### src/rtl/icw_ocw_control_sequencer.sv
// Command-word sequencer for the 8259A core: walks ICW1..ICW4 initialization,
// then routes OCW1/OCW2/OCW3 writes and holds all programmed configuration.
//
// state     | meaning
// IDLE      | out of reset, waiting for ICW1
// WAIT_ICW2 | ICW1 taken, next A0=1 write is ICW2
// WAIT_ICW3 | cascade mode, next A0=1 write is ICW3
// WAIT_ICW4 | IC4 set, next A0=1 write is ICW4
// READY     | initialized, A0=1 writes are OCW1
module icw_ocw_control_sequencer #(
  parameter logic [7:0] MASK_AFTER_ICW1 = 8'h00
) (
  input  logic       clock,
  input  logic       reset,
  input  logic [7:0] internal_data_bus,
  input  logic       write_initial_command_word_1,
  input  logic       write_initial_command_word_2_4,
  input  logic       write_operation_control_word_1,
  input  logic       write_operation_control_word_2,
  input  logic       write_operation_control_word_3,
  output logic       init_done,
  output logic       level_or_edge_triggered,
  output logic       single_mode,
  output logic [4:0] interrupt_vector_base,
  output logic [7:0] cascade_config,
  output logic       u8086_mode,
  output logic       auto_eoi,
  output logic       buffered_mode,
  output logic       buffered_master,
  output logic       special_fully_nested,
  output logic [7:0] interrupt_mask,
  output logic       ocw2_valid,
  output logic [2:0] ocw2_command,
  output logic [2:0] ocw2_level,
  output logic       rotate_on_aeoi,
  output logic       special_mask_mode,
  output logic       read_isr_select,
  output logic       poll_command
);

  typedef enum logic [2:0] {
    IDLE      = 3'd0,
    WAIT_ICW2 = 3'd1,
    WAIT_ICW3 = 3'd2,
    WAIT_ICW4 = 3'd3,
    READY     = 3'd4
  } state_t;

  state_t     state_q, state_d;
  logic       ltim_q, ltim_d;
  logic       sngl_q, sngl_d;
  logic       ic4_q, ic4_d;
  logic [4:0] vec_q, vec_d;
  logic [7:0] cas_q, cas_d;
  logic [4:0] icw4_q, icw4_d;
  logic [7:0] mask_q, mask_d;
  logic       ocw2_valid_q, ocw2_valid_d;
  logic [2:0] cmd_q, cmd_d;
  logic [2:0] lvl_q, lvl_d;
  logic       rot_q, rot_d;
  logic       smm_q, smm_d;
  logic       ris_q, ris_d;
  logic       poll_q, poll_d;

  always_comb begin
    state_d      = state_q;
    ltim_d       = ltim_q;
    sngl_d       = sngl_q;
    ic4_d        = ic4_q;
    vec_d        = vec_q;
    cas_d        = cas_q;
    icw4_d       = icw4_q;
    mask_d       = mask_q;
    ocw2_valid_d = 1'b0;
    cmd_d        = cmd_q;
    lvl_d        = lvl_q;
    rot_d        = rot_q;
    smm_d        = smm_q;
    ris_d        = ris_q;
    poll_d       = 1'b0;

    if (write_initial_command_word_1) begin
      // ICW1 restarts the sequence from any state and wins over every other strobe
      ltim_d  = internal_data_bus[3];
      sngl_d  = internal_data_bus[1];
      ic4_d   = internal_data_bus[0];
      cas_d   = 8'h00;
      icw4_d  = 5'h00;
      rot_d   = 1'b0;
      smm_d   = 1'b0;
      ris_d   = 1'b0;
      mask_d  = MASK_AFTER_ICW1;
      state_d = WAIT_ICW2;
    end else begin
      case (state_q)
        WAIT_ICW2: if (write_initial_command_word_2_4) begin
          vec_d = internal_data_bus[7:3];
          if (!sngl_q)    state_d = WAIT_ICW3;
          else if (ic4_q) state_d = WAIT_ICW4;
          else            state_d = READY;
        end
        WAIT_ICW3: if (write_initial_command_word_2_4) begin
          cas_d   = internal_data_bus;
          state_d = ic4_q ? WAIT_ICW4 : READY;
        end
        WAIT_ICW4: if (write_initial_command_word_2_4) begin
          icw4_d  = internal_data_bus[4:0];
          state_d = READY;
        end
        READY: begin
          if (write_operation_control_word_1) mask_d = internal_data_bus;
          if (write_operation_control_word_2) begin
            cmd_d        = internal_data_bus[7:5];
            lvl_d        = internal_data_bus[2:0];
            ocw2_valid_d = 1'b1;
            if (internal_data_bus[7:5] == 3'b100)      rot_d = 1'b1;
            else if (internal_data_bus[7:5] == 3'b000) rot_d = 1'b0;
          end
          if (write_operation_control_word_3) begin
            if (internal_data_bus[6]) smm_d = internal_data_bus[5];
            if (internal_data_bus[1]) ris_d = internal_data_bus[0];
            poll_d = internal_data_bus[2];
          end
        end
        default: ;
      endcase
    end
  end

  always_ff @(posedge clock or posedge reset) begin
    if (reset) begin
      state_q      <= IDLE;
      ltim_q       <= 1'b0;
      sngl_q       <= 1'b0;
      ic4_q        <= 1'b0;
      vec_q        <= 5'h00;
      cas_q        <= 8'h00;
      icw4_q       <= 5'h00;
      mask_q       <= MASK_AFTER_ICW1;
      ocw2_valid_q <= 1'b0;
      cmd_q        <= 3'h0;
      lvl_q        <= 3'h0;
      rot_q        <= 1'b0;
      smm_q        <= 1'b0;
      ris_q        <= 1'b0;
      poll_q       <= 1'b0;
    end else begin
      state_q      <= state_d;
      ltim_q       <= ltim_d;
      sngl_q       <= sngl_d;
      ic4_q        <= ic4_d;
      vec_q        <= vec_d;
      cas_q        <= cas_d;
      icw4_q       <= icw4_d;
      mask_q       <= mask_d;
      ocw2_valid_q <= ocw2_valid_d;
      cmd_q        <= cmd_d;
      lvl_q        <= lvl_d;
      rot_q        <= rot_d;
      smm_q        <= smm_d;
      ris_q        <= ris_d;
      poll_q       <= poll_d;
    end
  end

  assign init_done               = (state_q == READY);
  assign level_or_edge_triggered = ltim_q;
  assign single_mode             = sngl_q;
  assign interrupt_vector_base   = vec_q;
  assign cascade_config          = cas_q;
  assign u8086_mode              = icw4_q[0];
  assign auto_eoi                = icw4_q[1];
  assign buffered_master         = icw4_q[2];
  assign buffered_mode           = icw4_q[3];
  assign special_fully_nested    = icw4_q[4];
  assign interrupt_mask          = mask_q;
  assign ocw2_valid              = ocw2_valid_q;
  assign ocw2_command            = cmd_q;
  assign ocw2_level              = lvl_q;
  assign rotate_on_aeoi          = rot_q;
  assign special_mask_mode       = smm_q;
  assign read_isr_select         = ris_q;
  assign poll_command            = poll_q;

endmodule
### config.mk
export PLATFORM = sky130hd
export DESIGN_NAME = icw_ocw_control_sequencer
export DESIGN_NICKNAME = d
export VERILOG_FILES = /design/src/rtl/icw_ocw_control_sequencer.sv
export SDC_FILE = /design/constraint.sdc
export NUM_CORES = 1
export LEC_CHECK = 0
export CAP_MARGIN = 5
export CORE_ASPECT_RATIO = 0.9
export CORE_UTILIZATION = 30
export DETAILED_ROUTE_END_ITERATION = 10
export PLACE_DENSITY = 0.68
export SLEW_MARGIN = 20
export SYNTH_ARGS = -nofsm -noshare
export SYNTH_HDL_FRONTEND = slang
export SYNTH_SLANG_ARGS = --single-unit
### constraint.sdc
create_clock -name clock -period 1.3 [get_ports clock]
set_input_delay 0.26 -clock clock [delete_from_list [all_inputs] [get_ports clock]]
set_output_delay 0.26 -clock clock [all_outputs]
set_load 0.03 [all_outputs]
# Yosys cells after proc, flatten, opt, wreduce, memory -nomap -nowiden
# Cells that the tools add are included.
dict set report word_totals {
  register_bits 43
  input_bits 15
  out_inout_bits 40
  word_cells 80
}
dict set report classes {
  eq_ne 8
  muxes 35
  bitwise 1
  reduce_logical 21
}
# op count
set op_table {}
lappend op_table {{2-to-1 mux 8 bit} 6}
lappend op_table {{2-to-1 mux 1 bit} 19}
lappend op_table {{2-to-1 mux 3 bit} 6}
lappend op_table {{nonzero test 2 bit} 9}
lappend op_table {{2-to-1 mux 5 bit} 3}
lappend op_table {{AND reduction 3 bit} 5}
lappend op_table {{!= test 3 bit (second input constant)} 3}
lappend op_table {{case mux 3 bit (3 select lines)} 1}
lappend op_table {{== test 3 x 2 -> 1 bit (second input constant)} 2}
lappend op_table {{== test 3 bit (second input constant)} 2}
lappend op_table {{AND reduction 2 bit} 3}
lappend op_table {{AND reduction 4 bit} 1}
lappend op_table {{nonzero test 4 bit} 1}
lappend op_table {{== test 3 x 1 -> 1 bit (second input constant)} 1}
lappend op_table {{zero test 3 bit} 1}
lappend op_table {{nonzero test 3 bit} 1}
lappend op_table {{inverter 1 bit} 1}

# Depth between registers and ports, before layout
dict set report depth {
  ltp_word 6
  depth_mapped 5
  depth_no_buf 3
}

# Worst setup path before layout
# Ideal clock, no wire load.
dict set report synth_path {
  kind {reg2reg}
  startpoint {register state_q[0]}
  endpoint {register cmd_q[0] (netlist: ocw2_command[0])}
  setup_time_ns 0.125
  arrival_ns 1.465
  t_required_ns 1.175
  setup_slack_ns -0.290
  stages_incl_launch_ff 5
  path_buffers 1
  period_less_slack_ns 1.590
  cell_sequence {dfrtp_1 > buf_4 > nor3b_4 > nand3b_4 > mux2_2}
}
dict set report synth_via {
  elab_chain_len 2
}
# item line_no
set synth_rtl {}
lappend synth_rtl {{start: declaration} 49} ;# state_t state_q, state_d;
lappend synth_rtl {{start signal: assignment} 148} ;# state_q <= state_d;
lappend synth_rtl {{== test 3 bit} -}
lappend synth_rtl {{named net init_done} 21} ;# output logic init_done,
lappend synth_rtl {{AND reduction 3 bit (no line)} -}
lappend synth_rtl {{end signal: assignment} 157} ;# cmd_q <= cmd_d;
lappend synth_rtl {{end: declaration} 58} ;# logic [2:0] cmd_q, cmd_d;
# The timed path passes the listed nets, and every way through them passes these cells.
# A chain may end at the register's enable or synchronous reset.

# Worst setup path after layout
dict set report layout_path {
  startpoint {register state_q[0]}
  endpoint {register cas_q[4] (netlist: cascade_config[4])}
}
dict set report layout_via {
  elab_chain_len 3
}
# item line_no
set layout_rtl {}
lappend layout_rtl {{== test 3 x 2 -> 1 bit} 95} ;# case (state_q)
lappend layout_rtl {{nonzero test 2 bit (no line)} -}
lappend layout_rtl {{AND reduction 2 bit (no line)} -}
lappend layout_rtl {{end signal: assignment} 153} ;# cas_q <= cas_d;
lappend layout_rtl {{end: declaration} 54} ;# logic [7:0] cas_q, cas_d;
# Every way passes these cells.

==> results.json <==
{
  "io_buffers": 54,
  "rows": 26,
  "syn_nets": 158,
  "period_share": 1.12,
  "ant_nets": 0,
  "crit_fanout": 6,
  "rsz0062_at_grt": "true",
  "synth_edf_count": 0,
  "drt_iter0_markers": 64,
  "tightest_slew_ns": 0.331,
  "cp_common_cell": "buf_6",
  "holdWs_ns": 0.302,
  "viasPerCell": 4.57,
  "grt_max_degree": 44,
  "post-place-ws_ns": -0.398,
  "yosys_warnings": 0,
  "maxCapViolCount": 0,
  "layout_setup_ws_ns": -0.157,
  "drt_wl_total_um": 4360,
  "routedWlPerCell_um": 15.1,
  "skew_ns": 0.00663,
  "postSynthCellCount": 143,
  "die_area_um2": 6440,
  "insertion_delay_ns": 0.29,
  "vdd_drop_max_uv": 536,
  "cp_num_buf_inv": 2,
  "outcome": "finished, violations left",
  "final_max_slew_viol_count": 0,
  "area_delta_synth_final_pct": 45.1,
  "path_class": "flop to flop",
  "cts_root_buffer": "clkbuf_8",
  "syn_avg_cell_area_um2": 12.8,
  "setup_viol": 31,
  "synth_top_cell_by_area": "dfrtp_1",
  "netlist_top_cells_area": "dfrtp_1 59%, mux2i_1 13%, mux2_2 8.6%, nor2_1 4.7%, nand2b_1 2.0%",
  "track_usage": 0.145,
  "coreArea_um2": 5790,
  "netlist.area_leader.share": 0.586,
  "critPathTopFamily": "flip-flops",
  "cts.clk_slew.worst_paths_ns": 0.08,
  "nNetsFinal": 233,
  "multiInputGateArea_um2": 744,
  "htree_num_levels": 2,
  "cts_tree": "done",
  "slew-limit-headroom": 0.778,
  "slowest_stage": "dfrtp_2",
  "cts_max_path_buffers": 2,
  "overflow": 0,
  "num_vias": 1315,
  "drc_errors": 4,
  "antennaDiodeCount": 0,
  "max_freq_mhz": 686,
  "p_leak_uw": 0.00130,
  "ys_seq_area_frac": 0.586,
  "setup.worst_path.start": "state_q[0]$_DFFE_PP0P_",
  "period_needed_ns": 1.46,
  "synth.distinct_cells": 27,
  "slowest_delay_ns": 0.43,
  "fp.dieH_um": 76.2,
  "io_pins": 55,
  "cp.arrival_ns": 1.64,
  "place_congestion": 0.800,
  "drive_gt1_frac": 0.422,
  "cp-end-kind": "flop",
  "cts_made_buffers": 5,
  "first_global_vias": 1303,
  "cp_cell_sequence": "buf_6, nor4bb_4, buf_6, mux2i_1, nor2_1",
  "firstDrtPassIters": 9,
  "power_density_nw_per_um2": 1300,
  "cts.sinks": 43,
  "dpl.hpwl_um": 3040,
  "die_w_um": 84.5,
  "crit_path_start_kind": "flop",
  "synthesis.area_um2": 1840,
  "violations": "design-rule violations, negative setup slack",
  "synth-seq-cells": 43,
  "timing_hold_violations_final": 0,
  "reg2reg_from": "state_q[0]$_DFFE_PP0P_",
  "seqCellArea_um2": 1080,
  "async_reset_ff_frac": 1.00,
  "crit_required_ns": 1.48,
  "antenna_found_initial": 0,
  "hp-class": "input port to asynchronous set/reset pin",
  "start_util": 0.317,
  "grt_pass1_wl_um": 7130,
  "fillers": 556,
  "synth_top_flop_cell": "dfrtp_1"
}
==> synth_stat cells (2+ instances only) <==
cell type and count:
mux2_2 14, buf_1 2, inv_1 2, buf_2 3, nand2b_1 6, a21bo_2 2, nor4bb_1 2, nand3_1 3
a21oi_1 5, nor2_1 23, mux2i_1 23, dfrtp_1 43
==> area by class of cell <==
cell class,count,share of cell area
clock inverters,1,0.0113
flip-flops and latches,43,0.406
inverters,2,0.00282
clock buffers,6,0.0273
repair buffers,76,0.241
multi-input cells,90,0.280
well taps,70,0.0329
==> report_power, final <==
group	leakage [uW]	total, uW	switching [uW]	internal [uW]
registers	0.000570	1560	91.1	1470
logic	0.000677	891	482	409
clock network	0.0000513	1000	438	563
==> flip-flops by register name (all words and copies together) (netlist names) <==
register                 flops
rotate_on_aeoi               1
state_q                      3
ic4_q                        1
icw4_q                       5
special_mask_mode            1
interrupt_vector_base        5
cascade_config               8
ocw2_valid                   1
ocw2_command                 3
level_or_edge_triggered      1
ocw2_level                   3
single_mode                  1
read_isr_select              1
poll_command                 1
interrupt_mask               8
==> what timing repair did <==
item,CTS,global route
pin swaps,2,5
resized for setup,49,25
buffers inserted,3,2
setup endpoints to repair,50,50
hold buffers,0,0
==> per-layer routing <==
metal,part of all wire,wire (um),global-route usage
met5,0,0,0
met4,0.0039,17,0.0407
met3,0.053,229,0.0379
met2,0.46,2020,0.219
met1,0.48,2090,0.206
==> stage by stage <==
stage,setup TNS (ns),instance area [um^2],cells,util,power [uW]
after CTS,-2.79,2690,286,0.464,3490
after global placement,-10.48,2540,276,0.438,2490
after global routing,-5.30,2660,288,0.460,3630
final,-3.02,2660,288,0.460,3450
after detailed placement,-10.92,2540,276,0.438,2510
after floorplan,-2.47,1850,143,-,2070
==> final timing paths <==
check,cells after the start,end,slack (ns)
hold reg to reg,1,ocw2_command[2]$_DFFE_PP0P_,0.51
hold / removal,3,cascade_config[5]$_DFFE_PP0P_,0.30
setup / recovery,5,cascade_config[4]$_DFFE_PP0P_,-0.16
setup reg to reg,5,cascade_config[4]$_DFFE_PP0P_,-0.16
min in group clock,1,ocw2_command[2]$_DFFE_PP0P_,0.51
max in group asynchronous,3,state_q[0]$_DFFE_PP0P_,0.77
==> kinds of logic (layout without fill, tap and decap cells) <==
| family | after synthesis | after routing | synth area share |
|---|---|---|---|
| AOI/OAI and AO/OA | 10 | 10 | 0.0361 |
| buffers and inverters | 10 | 85 | 0.0286 |
| DFF | 43 | 43 | 0.586 |
| muxes | 37 | 37 | 0.211 |
| and+or+nand+nor | 43 | 43 | 0.138 |
==> layout by cell type (no fill, tap or decap), drive strengths merged <==
master         instances
dfrtp                 43
buf                   41
mux2i                 23
nor2                  23
clkbuf                20
mux2                  14
clkdlybuf4s50         13
nand2b                 6
a21oi                  5
clkdlybuf4s15          5
dlygate4sd2            3
nand3                  3
a21bo                  2
nor3b                  2
nor4bb                 2
inv                    2
nand4bb                1
nand3b                 1
nand4b                 1
and3b                  1
o21ai                  1
nand2                  1
o21a                   1
nor3                   1
and4b                  1
a2bb2oi                1
bufinv                 1
==> worst reg2reg max path: stages, from the launching register on <==
cell and delay (ns):
dfrtp_2 0.43, buf_6 0.14, nor4bb_4 0.33, buf_6 0.20, mux2i_1 0.20, nor2_1 0.06
Note: power is estimated with default switching activity, not from simulation.
